<file path="src/rtl/uart_word_serializer_pkg.sv">
// Shared definitions for the UART word serializer.
//   state_t      : serializer FSM state encoding (3 bits)
//   BYTE_W       : width of one transmitted byte
//   count_width  : bits needed to hold the values 0..max_val (never below 1)
package uart_word_serializer_pkg;

    localparam int BYTE_W = 8;

    typedef enum logic [2:0] {
        ST_IDLE    = 3'd0,
        ST_LOAD    = 3'd1,
        ST_ISSUE   = 3'd2,
        ST_WAIT_HI = 3'd3,
        ST_WAIT_LO = 3'd4,
        ST_DONE    = 3'd5
    } state_t;

    function automatic int count_width(input int max_val);
        return (max_val < 2) ? 1 : $clog2(max_val + 1);
    endfunction

endpackage

</file>
<file path="src/rtl/uart_word_serializer_fifo.sv">
// sync_word_fifo: single-clock word FIFO with a registered read port.
//   sys_clk, sys_rst : clock and synchronous active-high reset
//   wr_en, wr_data   : write strobe and word (ignored while full)
//   rd_en, rd_data   : read strobe (ignored while empty); rd_data is valid
//                      the cycle after the read strobe
//   full, empty      : status flags derived from the level
//   level            : number of stored words, 0..DEPTH
module sync_word_fifo #(
    parameter int WIDTH = 8,
    parameter int DEPTH = 4
) (
    input  logic                         sys_clk,
    input  logic                         sys_rst,
    input  logic                         wr_en,
    input  logic [WIDTH-1:0]             wr_data,
    input  logic                         rd_en,
    output logic [WIDTH-1:0]             rd_data,
    output logic                         full,
    output logic                         empty,
    output logic [$clog2(DEPTH+1)-1:0]   level
);

    localparam int AW = $clog2(DEPTH);
    localparam int LW = $clog2(DEPTH + 1);

    logic [WIDTH-1:0] mem [DEPTH];
    logic [AW-1:0]    wr_ptr_reg;
    logic [AW-1:0]    rd_ptr_reg;
    logic [LW-1:0]    level_reg;
    logic [WIDTH-1:0] rd_data_reg;
    logic             wr_ok;
    logic             rd_ok;

    assign full    = (level_reg == LW'(DEPTH));
    assign empty   = (level_reg == '0);
    assign wr_ok   = wr_en && !full;
    assign rd_ok   = rd_en && !empty;
    assign level   = level_reg;
    assign rd_data = rd_data_reg;

    // Pointers are exactly log2(DEPTH) wide, so they wrap on their own.
    always_ff @(posedge sys_clk) begin
        if (sys_rst) begin
            wr_ptr_reg <= '0;
            rd_ptr_reg <= '0;
            level_reg  <= '0;
        end else begin
            if (wr_ok) wr_ptr_reg <= wr_ptr_reg + 1'b1;
            if (rd_ok) rd_ptr_reg <= rd_ptr_reg + 1'b1;
            case ({wr_ok, rd_ok})
                2'b10:   level_reg <= level_reg + 1'b1;
                2'b01:   level_reg <= level_reg - 1'b1;
                default: level_reg <= level_reg;
            endcase
        end
    end

    // Storage and read register carry no reset so they map onto block RAM.
    always_ff @(posedge sys_clk) begin
        if (wr_ok) mem[wr_ptr_reg] <= wr_data;
        if (rd_ok) rd_data_reg <= mem[rd_ptr_reg];
    end

endmodule

</file>
<file path="src/rtl/uart_word_serializer.sv">
// uart_word_serializer: buffers words of up to BYTES bytes and feeds them
// byte by byte into a UART transmitter using a tx_en / tx_busy handshake.
//   sys_clk, sys_rst     : clock and synchronous active-high reset
//   in_data, in_nbytes   : word and its valid byte count (0 or >BYTES = BYTES)
//   in_valid, in_ready   : input handshake; in_ready means the FIFO is not full
//   tx_busy              : transmitter busy
//   tx_en, tx_data       : one-cycle start pulse and the byte to send
//   word_done            : one-cycle pulse once the last byte of a word is sent
//   fifo_level           : words waiting in the FIFO
module uart_word_serializer
    import uart_word_serializer_pkg::*;
#(
    parameter int BYTES     = 4,
    parameter int DEPTH     = 4,
    parameter int MSB_FIRST = 1,
    parameter int BUSY_WAIT = 16
) (
    input  logic                            sys_clk,
    input  logic                            sys_rst,
    input  logic [BYTE_W*BYTES-1:0]         in_data,
    input  logic [count_width(BYTES)-1:0]   in_nbytes,
    input  logic                            in_valid,
    output logic                            in_ready,
    input  logic                            tx_busy,
    output logic                            tx_en,
    output logic [BYTE_W-1:0]               tx_data,
    output logic                            word_done,
    output logic [count_width(DEPTH)-1:0]   fifo_level
);

    localparam int DW = BYTE_W * BYTES;
    localparam int CW = count_width(BYTES);
    localparam int TW = count_width(BUSY_WAIT);
    localparam int FW = CW + DW;

    state_t            state_reg;
    state_t            state_next;
    logic [DW-1:0]     shift_reg;
    logic [CW-1:0]     cnt_reg;
    logic [TW-1:0]     tmo_reg;
    logic              tx_en_reg;
    logic              tx_en_next;
    logic [BYTE_W-1:0] tx_data_reg;

    logic [CW-1:0]     push_nbytes;
    logic [FW-1:0]     fifo_q;
    logic [CW-1:0]     pop_nbytes;
    logic [DW-1:0]     pop_data;
    logic              fifo_full;
    logic              fifo_empty;
    logic              fifo_rd;

    logic              load_first;
    logic              byte_step;
    logic              tmo_clear;
    logic              tmo_inc;
    logic              last_byte;
    logic              tmo_expired;

    logic [BYTE_W-1:0] load_byte;
    logic [BYTE_W-1:0] next_byte;
    logic [DW-1:0]     load_rest;
    logic [DW-1:0]     next_rest;

    // Out-of-range counts are folded to a full word before storage.
    assign push_nbytes = (in_nbytes == '0 || in_nbytes > CW'(BYTES)) ? CW'(BYTES) : in_nbytes;

    sync_word_fifo #(
        .WIDTH (FW),
        .DEPTH (DEPTH)
    ) u_fifo (
        .sys_clk (sys_clk),
        .sys_rst (sys_rst),
        .wr_en   (in_valid),
        .wr_data ({push_nbytes, in_data}),
        .rd_en   (fifo_rd),
        .rd_data (fifo_q),
        .full    (fifo_full),
        .empty   (fifo_empty),
        .level   (fifo_level)
    );

    assign in_ready   = !fifo_full;
    assign pop_nbytes = fifo_q[FW-1 -: CW];
    assign pop_data   = fifo_q[DW-1:0];

    generate
        if (MSB_FIRST != 0) begin : g_msb_first
            logic [DW-1:0] aligned;
            // Left-justify the n valid bytes so the highest valid byte is
            // in the top lane; bytes then leave from the top, shifting left.
            assign aligned   = pop_data << {CW'(BYTES) - pop_nbytes, 3'b000};
            assign load_byte = aligned[DW-1 -: BYTE_W];
            assign load_rest = aligned << BYTE_W;
            assign next_byte = shift_reg[DW-1 -: BYTE_W];
            assign next_rest = shift_reg << BYTE_W;
        end else begin : g_lsb_first
            assign load_byte = pop_data[BYTE_W-1:0];
            assign load_rest = pop_data >> BYTE_W;
            assign next_byte = shift_reg[BYTE_W-1:0];
            assign next_rest = shift_reg >> BYTE_W;
        end
    endgenerate

    assign last_byte   = (cnt_reg == CW'(1));
    assign tmo_expired = (tmo_reg == TW'(BUSY_WAIT - 1));

    always_ff @(posedge sys_clk) begin
        if (sys_rst) state_reg <= ST_IDLE;
        else         state_reg <= state_next;
    end

    always_comb begin
        state_next = state_reg;
        case (state_reg)
            ST_IDLE:    if (!fifo_empty) state_next = ST_LOAD;
            ST_LOAD:    state_next = ST_ISSUE;
            ST_ISSUE:   if (!tx_busy) state_next = ST_WAIT_HI;
            ST_WAIT_HI: begin
                if (tx_busy)          state_next = ST_WAIT_LO;
                else if (tmo_expired) state_next = ST_ISSUE;   // re-issue same byte
            end
            ST_WAIT_LO: if (!tx_busy) state_next = last_byte ? ST_DONE : ST_ISSUE;
            ST_DONE:    state_next = ST_IDLE;
            default:    state_next = ST_IDLE;
        endcase
    end

    always_comb begin
        fifo_rd    = 1'b0;
        tx_en_next = 1'b0;
        load_first = 1'b0;
        byte_step  = 1'b0;
        tmo_clear  = 1'b0;
        tmo_inc    = 1'b0;
        word_done  = 1'b0;
        case (state_reg)
            ST_IDLE:    fifo_rd = !fifo_empty;
            ST_LOAD:    load_first = 1'b1;
            ST_ISSUE: begin
                tmo_clear  = 1'b1;
                tx_en_next = !tx_busy;
            end
            ST_WAIT_HI: tmo_inc = !tx_busy;
            ST_WAIT_LO: byte_step = !tx_busy;
            ST_DONE:    word_done = 1'b1;
            default:    ;
        endcase
    end

    // tx_en is registered, so the pulse lands the cycle after ISSUE sees an
    // idle transmitter; tx_data was already loaded at least one cycle earlier.
    always_ff @(posedge sys_clk) begin
        if (sys_rst) begin
            tx_en_reg   <= 1'b0;
            tx_data_reg <= '0;
            shift_reg   <= '0;
            cnt_reg     <= '0;
            tmo_reg     <= '0;
        end else begin
            tx_en_reg <= tx_en_next;
            if (load_first) begin
                shift_reg   <= load_rest;
                tx_data_reg <= load_byte;
                cnt_reg     <= pop_nbytes;
            end
            if (byte_step) begin
                cnt_reg <= cnt_reg - 1'b1;
                if (!last_byte) begin
                    shift_reg   <= next_rest;
                    tx_data_reg <= next_byte;
                end
            end
            if (tmo_clear)    tmo_reg <= '0;
            else if (tmo_inc) tmo_reg <= tmo_reg + 1'b1;
        end
    end

    assign tx_en   = tx_en_reg;
    assign tx_data = tx_data_reg;

endmodule

</file>
<file path="config.mk">
export PLATFORM = sky130hd
export DESIGN_NAME = uart_word_serializer
export DESIGN_NICKNAME = d
export VERILOG_FILES = /design/src/rtl/uart_word_serializer_pkg.sv /design/src/rtl/uart_word_serializer_fifo.sv /design/src/rtl/uart_word_serializer.sv
export SDC_FILE = /design/constraint.sdc
export NUM_CORES = 1
export LEC_CHECK = 0
export CAP_MARGIN = 20
export CORE_MARGIN = 2
export CORE_UTILIZATION = 53
export CTS_CLUSTER_SIZE = 40
export DETAILED_ROUTE_END_ITERATION = 10
export GPL_ROUTABILITY_DRIVEN = 0
export PLACE_DENSITY = 0.75
export SLEW_MARGIN = 20
export SYNTH_ARGS = -nofsm -noshare
export SYNTH_HDL_FRONTEND = slang
export SYNTH_SLANG_ARGS = --single-unit
</file>
<file path="constraint.sdc">
create_clock -name sys_clk -period 3.15 [get_ports sys_clk]
set_input_delay 0.63 -clock sys_clk [delete_from_list [all_inputs] [get_ports sys_clk]]
set_output_delay 0.63 -clock sys_clk [all_outputs]
set_load 0.05 [all_outputs]
</file>
After elaboration in Yosys (flattened, before gate mapping)
Memories as Yosys holds them, arrays and structs flattened. A register that Yosys moved wholly into a read port is not among the register bits.
Index checks and enable logic that the tools add are counted.

cells by class
  reduce and logical (&&, ||, !) cells = 14
  $add $sub $neg = 7
  equality and inequality tests = 14
  bitwise gates (word level) = 1
  muxes and demuxes = 25
  shift-type cells = 1
  magnitude comparators = 1

operators by type and width
  kind                 count
  $mux 32              3
  $shl 32x6->32        1
  $mux 3               9
  $mux 8               3
  $pmux 3 s5           1
  $eq 3x3->1 const B   3
  $logic_not 3->1      3
  $mux 1               8
  $eq 3x1->1 const B   2
  $eq 3x2->1 const B   2
  $ne 2x2->1 const B   3
  $pmux 3 s2           1
  $sub 3x1->3 const B  2
  $add 5x1->5 const B  1
  $eq 5x4->1 const B   1
  $add 2x1->2 const B  2
  $reduce_and 4->1     1
  $reduce_bool 2->1    2
  $reduce_or 2->1      2
  $add 3x1->3 const B  1
  $gt 3x3->1 const B   1
  $logic_not 1->1      3
  $ne 3x3->1 const B   1
  $sub 3x3->3 const A  1
  other kinds (5)      6

storage, ports and cells
  register bits = 59
  word-level logic and storage cells = 73
  RAM bits = 140
  memories kept = 1
  input port bits = 39

memories
  memory      words  width  rd ports  clocked after memory_dff  wr ports  line                             source
  u_fifo.mem  4      35     1         1                         1         uart_word_serializer_fifo.sv:26  logic [WIDTH-1:0] mem [DEPTH];

Depth between registers and ports, before layout
  depth in word-level cells = 6
  gate-level depth with buffers = 10
  gate-level depth less buffers = 9

Cells and area by module
From an unflattened synthesis, not the netlist that was laid out.

second synthesis, totals
  cells, all modules = 560
  area total of the unflattened synthesis = 9409.0 sq um

by module, submodules not included
  module                area each (sq um)  cells an instance  sequential area each (sq um)  times used
  sync_word_fifo        6667.6             268                5395.2                        1
  uart_word_serializer  2741.4             292                1041.0                        1

Worst setup path after synthesis
No wires, ideal clock.

  kind = register to register
  start = register u_fifo.level_reg[0], in the netlist u_fifo.level[0]
  end = register u_fifo.level_reg[2], in the netlist u_fifo.level[2]
  slack = -49 ps
  arrival = 3129 ps
  period minus slack after synthesis = 3199 ps
  stages on the path, launching flop included = 9
  path through = dfxtp_1 > or3_1 > and2_1 > ha_1 > inv_1 > fa_1 > xor2_1 > or3_1 > a21oi_1

between the ends
  longest elaborated chain between the ends = 6
  elaborated cells between the ends (all ways) = 13
  classes of those cells = add/sub (2); eq/ne (3); mux (2); reduce/logical (6)

RTL lines
  item                                                    line                                                          source
  from (decl)                                             uart_word_serializer_fifo.sv:29                               logic [LW-1:0] level_reg;
  from (signal assigned)                                  uart_word_serializer_fifo.sv:51                               2'b10: level_reg <= level_reg + 1'b1;
  from (signal assigned)                                  uart_word_serializer_fifo.sv:52                               2'b01: level_reg <= level_reg - 1'b1;
  from (signal assigned)                                  uart_word_serializer_fifo.sv:53                               default: level_reg <= level_reg;
  $logic_not 3->1 *                                       uart_word_serializer_fifo.sv:35                               assign empty = (level_reg == '0);
  $logic_not 1->1 *                                       uart_word_serializer_fifo.sv:37, uart_word_serializer.sv:138
  $mux 1                                                  uart_word_serializer.sv:137                                   case (state_reg)
  $logic_and 1x1->1 *                                     uart_word_serializer_fifo.sv:37                               assign rd_ok = rd_en && !empty;
  net u_fifo.rd_ok                                        uart_word_serializer_fifo.sv:32                               logic rd_ok;
  $eq 2x1->1 / $eq 2x2->1 (equally long branches)         uart_word_serializer_fifo.sv:50                               case ({wr_ok, rd_ok})
  $pmux 3 s2 / $reduce_bool 2->1 (equally long branches)  -

Mark *: on every way through the listed nets, which the timed path passes. The rest lies on a longest branch.
A chain may end at the register's enable or synchronous reset.

Worst setup path after layout
  start = register state_reg[2]
  end = output port word_done

between the ends
  longest elaborated chain between the ends = 2

RTL lines
  item                    line                         source
  from (decl)             uart_word_serializer.sv:36   state_t state_reg;
  from (signal assigned)  uart_word_serializer.sv:110  else state_reg <= state_next;
  $eq 3x3->1              uart_word_serializer.sv:137
  $mux 1                  uart_word_serializer.sv:137
  to (decl)               uart_word_serializer.sv:27   output logic word_done,

No other way between the ends.

==> flow_metrics.py <==
metrics = {
    "outcome": {
        "status": "complete, no violations",
    },
    "cts": {
        "clk_path_buf_depth": 3,
        "insertion_delay_ns": 0.51,
        "clock-sinks": 234,
        "hold_buffers": 0,
        "tritoncts": "yes",
        "htreeDepth": 1,
        "cts_buffers": 24,
        "cts-root-buf": "clkbuf_16",
        "post_cts.repair.setup_buffers": 0,
        "path_clk_slew_ns": 0.06,
        "cts_resized": 0,
    },
    "floorplan": {
        "io-pin-count": 53,
        "core_area_um2": 17180,
        "die_area_um2": 18550,
        "die_h_um": 136.2,
        "rows": 48,
        "start_util_pct": 53.93,
        "die-width_um": 136.2,
    },
    "logic_synthesis": {
        "netlist_area_um2": 9263,
        "yosys.area.top_type": "edfxtp_1",
        "yosysSeqAreaShare_pct": 69.49,
        "synth_edf_count": 175,
        "synth_top_cell_area_share_pct": 56.73,
        "synth.distinct_cells": 47,
        "async_flop_share_pct": 0,
        "yosysWarnings": 0,
        "synthFlopType": "edfxtp_1",
        "synth_area_leaders": "edfxtp_1 57%, dfxtp_1 13%, mux4_2 8.5%",
        "synth.most_common_cell": "edfxtp_1",
        "synth-seq-cells": 234,
        "synth_cells": 590,
        "synth_fp_nets": 641,
        "synth_common_cells": "175 x edfxtp_1, 59 x dfxtp_1, 41 x nor2_1, 35 x mux4_2, 24 x a21oi_1",
        "avgSynthCellArea_um2": 15.70,
    },
    "routing": {
        "route.detailed.drc": 0,
        "viasPerCell": 5.849,
        "drtPass1Iterations": 6,
        "finalWirelength_mm": 17.23,
        "post_drt_wl_per_cell_um": 19.38,
        "ant_nets": 0,
        "dr_total_vias": 5200,
        "drt_iter0_markers": 479,
    },
    "final_layout": {
        "diodes": 0,
        "drive_gt1_share_pct": 14.91,
        "fillers": 1241,
        "nNetsFinal": 698,
        "synthToLayoutAreaGrowth_pct": 16.34,
        "largest_reg_flops": 140,
    },
    "timing": {
        "setup_viol": 0,
        "setup_ws_ns": 0.3586,
        "fin_crit_ns": 2.791,
        "fin_crit_sh_pct": 88.62,
        "setup_tns_ns": 0,
        "rsz0062_at_grt": "no",
        "fmax_ghz": 0.3582,
        "hold_viol_final": 0,
        "tightestPinTransition_ns": 0.6992,
        "drv_slew": 0,
        "fin_skew_ns": 0.02059,
        "slew-limit-headroom_pct": 53.03,
    },
    "setup_path": {
        "arrival_ns": 2.16,
        "crit_buf_inv": 1,
        "crit_type": "flop to output pin",
        "required_ns": 2.52,
        "critPathCaptureType": "output pin",
        "critPathSlowestCell": "clkdlybuf4s50_1",
        "setup.worst_path.start_class": "flop",
        "crit_chain": "and3b_1 -> clkdlybuf4s50_1",
        "critical_path.top_delay_family": "buffers and inverters",
        "crit_fanout": 18,
        "r2r_start": "state_reg[0]",
        "max_stage_delay_ns": 0.80,
        "crit_path_start": "state_reg[2]",
    },
    "power_and_ir_drop": {
        "leakage_nw": 3.570,
        "powerDensity_nw_per_um2": 888.5,
        "peakVddDrop_uv": 508.2,
    },
    "global_route": {
        "first_global_vias": 5341,
        "grt_max_degree": 47,
        "grt_pass1_wl_mm": 27.93,
        "grt.overflow.total": 0,
        "gr-usage-all-layers_pct": 19.60,
        "antenna_found_initial": 0,
    },
    "run": {
        "max_cap_viol_count": 0,
    },
    "min_path": {
        "min_path_type": "flop to flop",
        "min-delay-start": "shift_reg[0]",
    },
    "place": {
        "portBuffers": 52,
        "hpwlAfterDp_mm": 10.58,
        "dpl_worst_slack_ns": 0.4983,
    },
}
[worst reg2reg max path, cell delays in order, from the launching register on]
cell	delay, ns
dfxtp_1	0.53
or3b_1	0.38
buf_4	0.24
or3_1	0.66
a211o_1	0.37
o311ai_0	0.12
[report_power, final]
part,total [W],switching (W),internal [W]
clock,0.00264,0.00107,0.00156
sequential,0.00438,0.000315,0.00407
combinational,0.00255,0.00155,0.00101
[placed cells by master, fill, tap and decap left out, drive strengths merged, types with 6 or more instances in the layout]
| cell type | count |
|---|---|
| clkbuf | 30 |
| edfxtp | 175 |
| inv | 21 |
| buf | 19 |
| a211oi | 20 |
| xor2 | 6 |
| nand4 | 9 |
| o22ai | 8 |
| mux2 | 8 |
| dfxtp | 59 |
| a21oi | 24 |
| nor2 | 41 |
| a221oi | 16 |
| mux4 | 35 |
| and2 | 11 |
| ha | 11 |
| clkdlybuf4s50 | 52 |
| and3 | 7 |
| mux2i | 9 |
| clkinv | 12 |
| a211o | 8 |
| nand2 | 10 |
| nor2b | 11 |
| nor3 | 20 |
| o311ai | 8 |
[metrics by stage]
stage,hold WS (ns),area [um^2],util (%),total power [W],std cells
finish,0.4625,10780,62.74,0.009575,889
detailed placement,0.4528,10030,58.41,0.006975,846
floorplan,0.4305,9264,-,0.006191,590
global placement,0.4426,10030,58.41,0.006882,846
global route,0.4854,10780,62.74,0.01005,889
CTS,0.4645,10780,62.74,0.009634,889
[final timing paths]
kind,to,slack (ns),depth (start not counted)
hold reg to reg,shift_reg[0],0.46,1
setup / recovery,word_done,0.36,2
setup reg to reg,tx_data[3],0.72,5
hold / removal,shift_reg[0],0.46,1
[metal layers]
layer	GRT usage [%]	wire length (um)	vias to the layer above
li1	-	-	2415
met1	25.70	7157	2588
met2	33.81	8724	175
met3	2.983	1024	22
met4	6.308	328	0
met5	0	0	-
[kinds of logic after synthesis]
family                   count (synthesis)  synth area share, %
XOR/XNOR                                 9               0.8511
buffers and inverters                   62                2.931
multiplexers                            52                10.46
AO/OA/AOI/OAI                           92                7.092
flip-flops                             234                69.49
AND/OR/NAND/NOR                        129                7.484
adder cells (fa/ha/maj)                 12                1.702
[area by class of cell]
cell class              instances  area [um^2]  area share [%]
repair buffers                 71        675.6           6.270
well taps                     225        281.5           2.612
flip-flops and latches        234         6437           59.74
inverters                      22        82.58          0.7663
clock buffers                  30        623.1           5.782
clock inverters                13        120.1           1.115
multi-input cells             294         2556           23.72
Power figures use the tool's default switching activity.
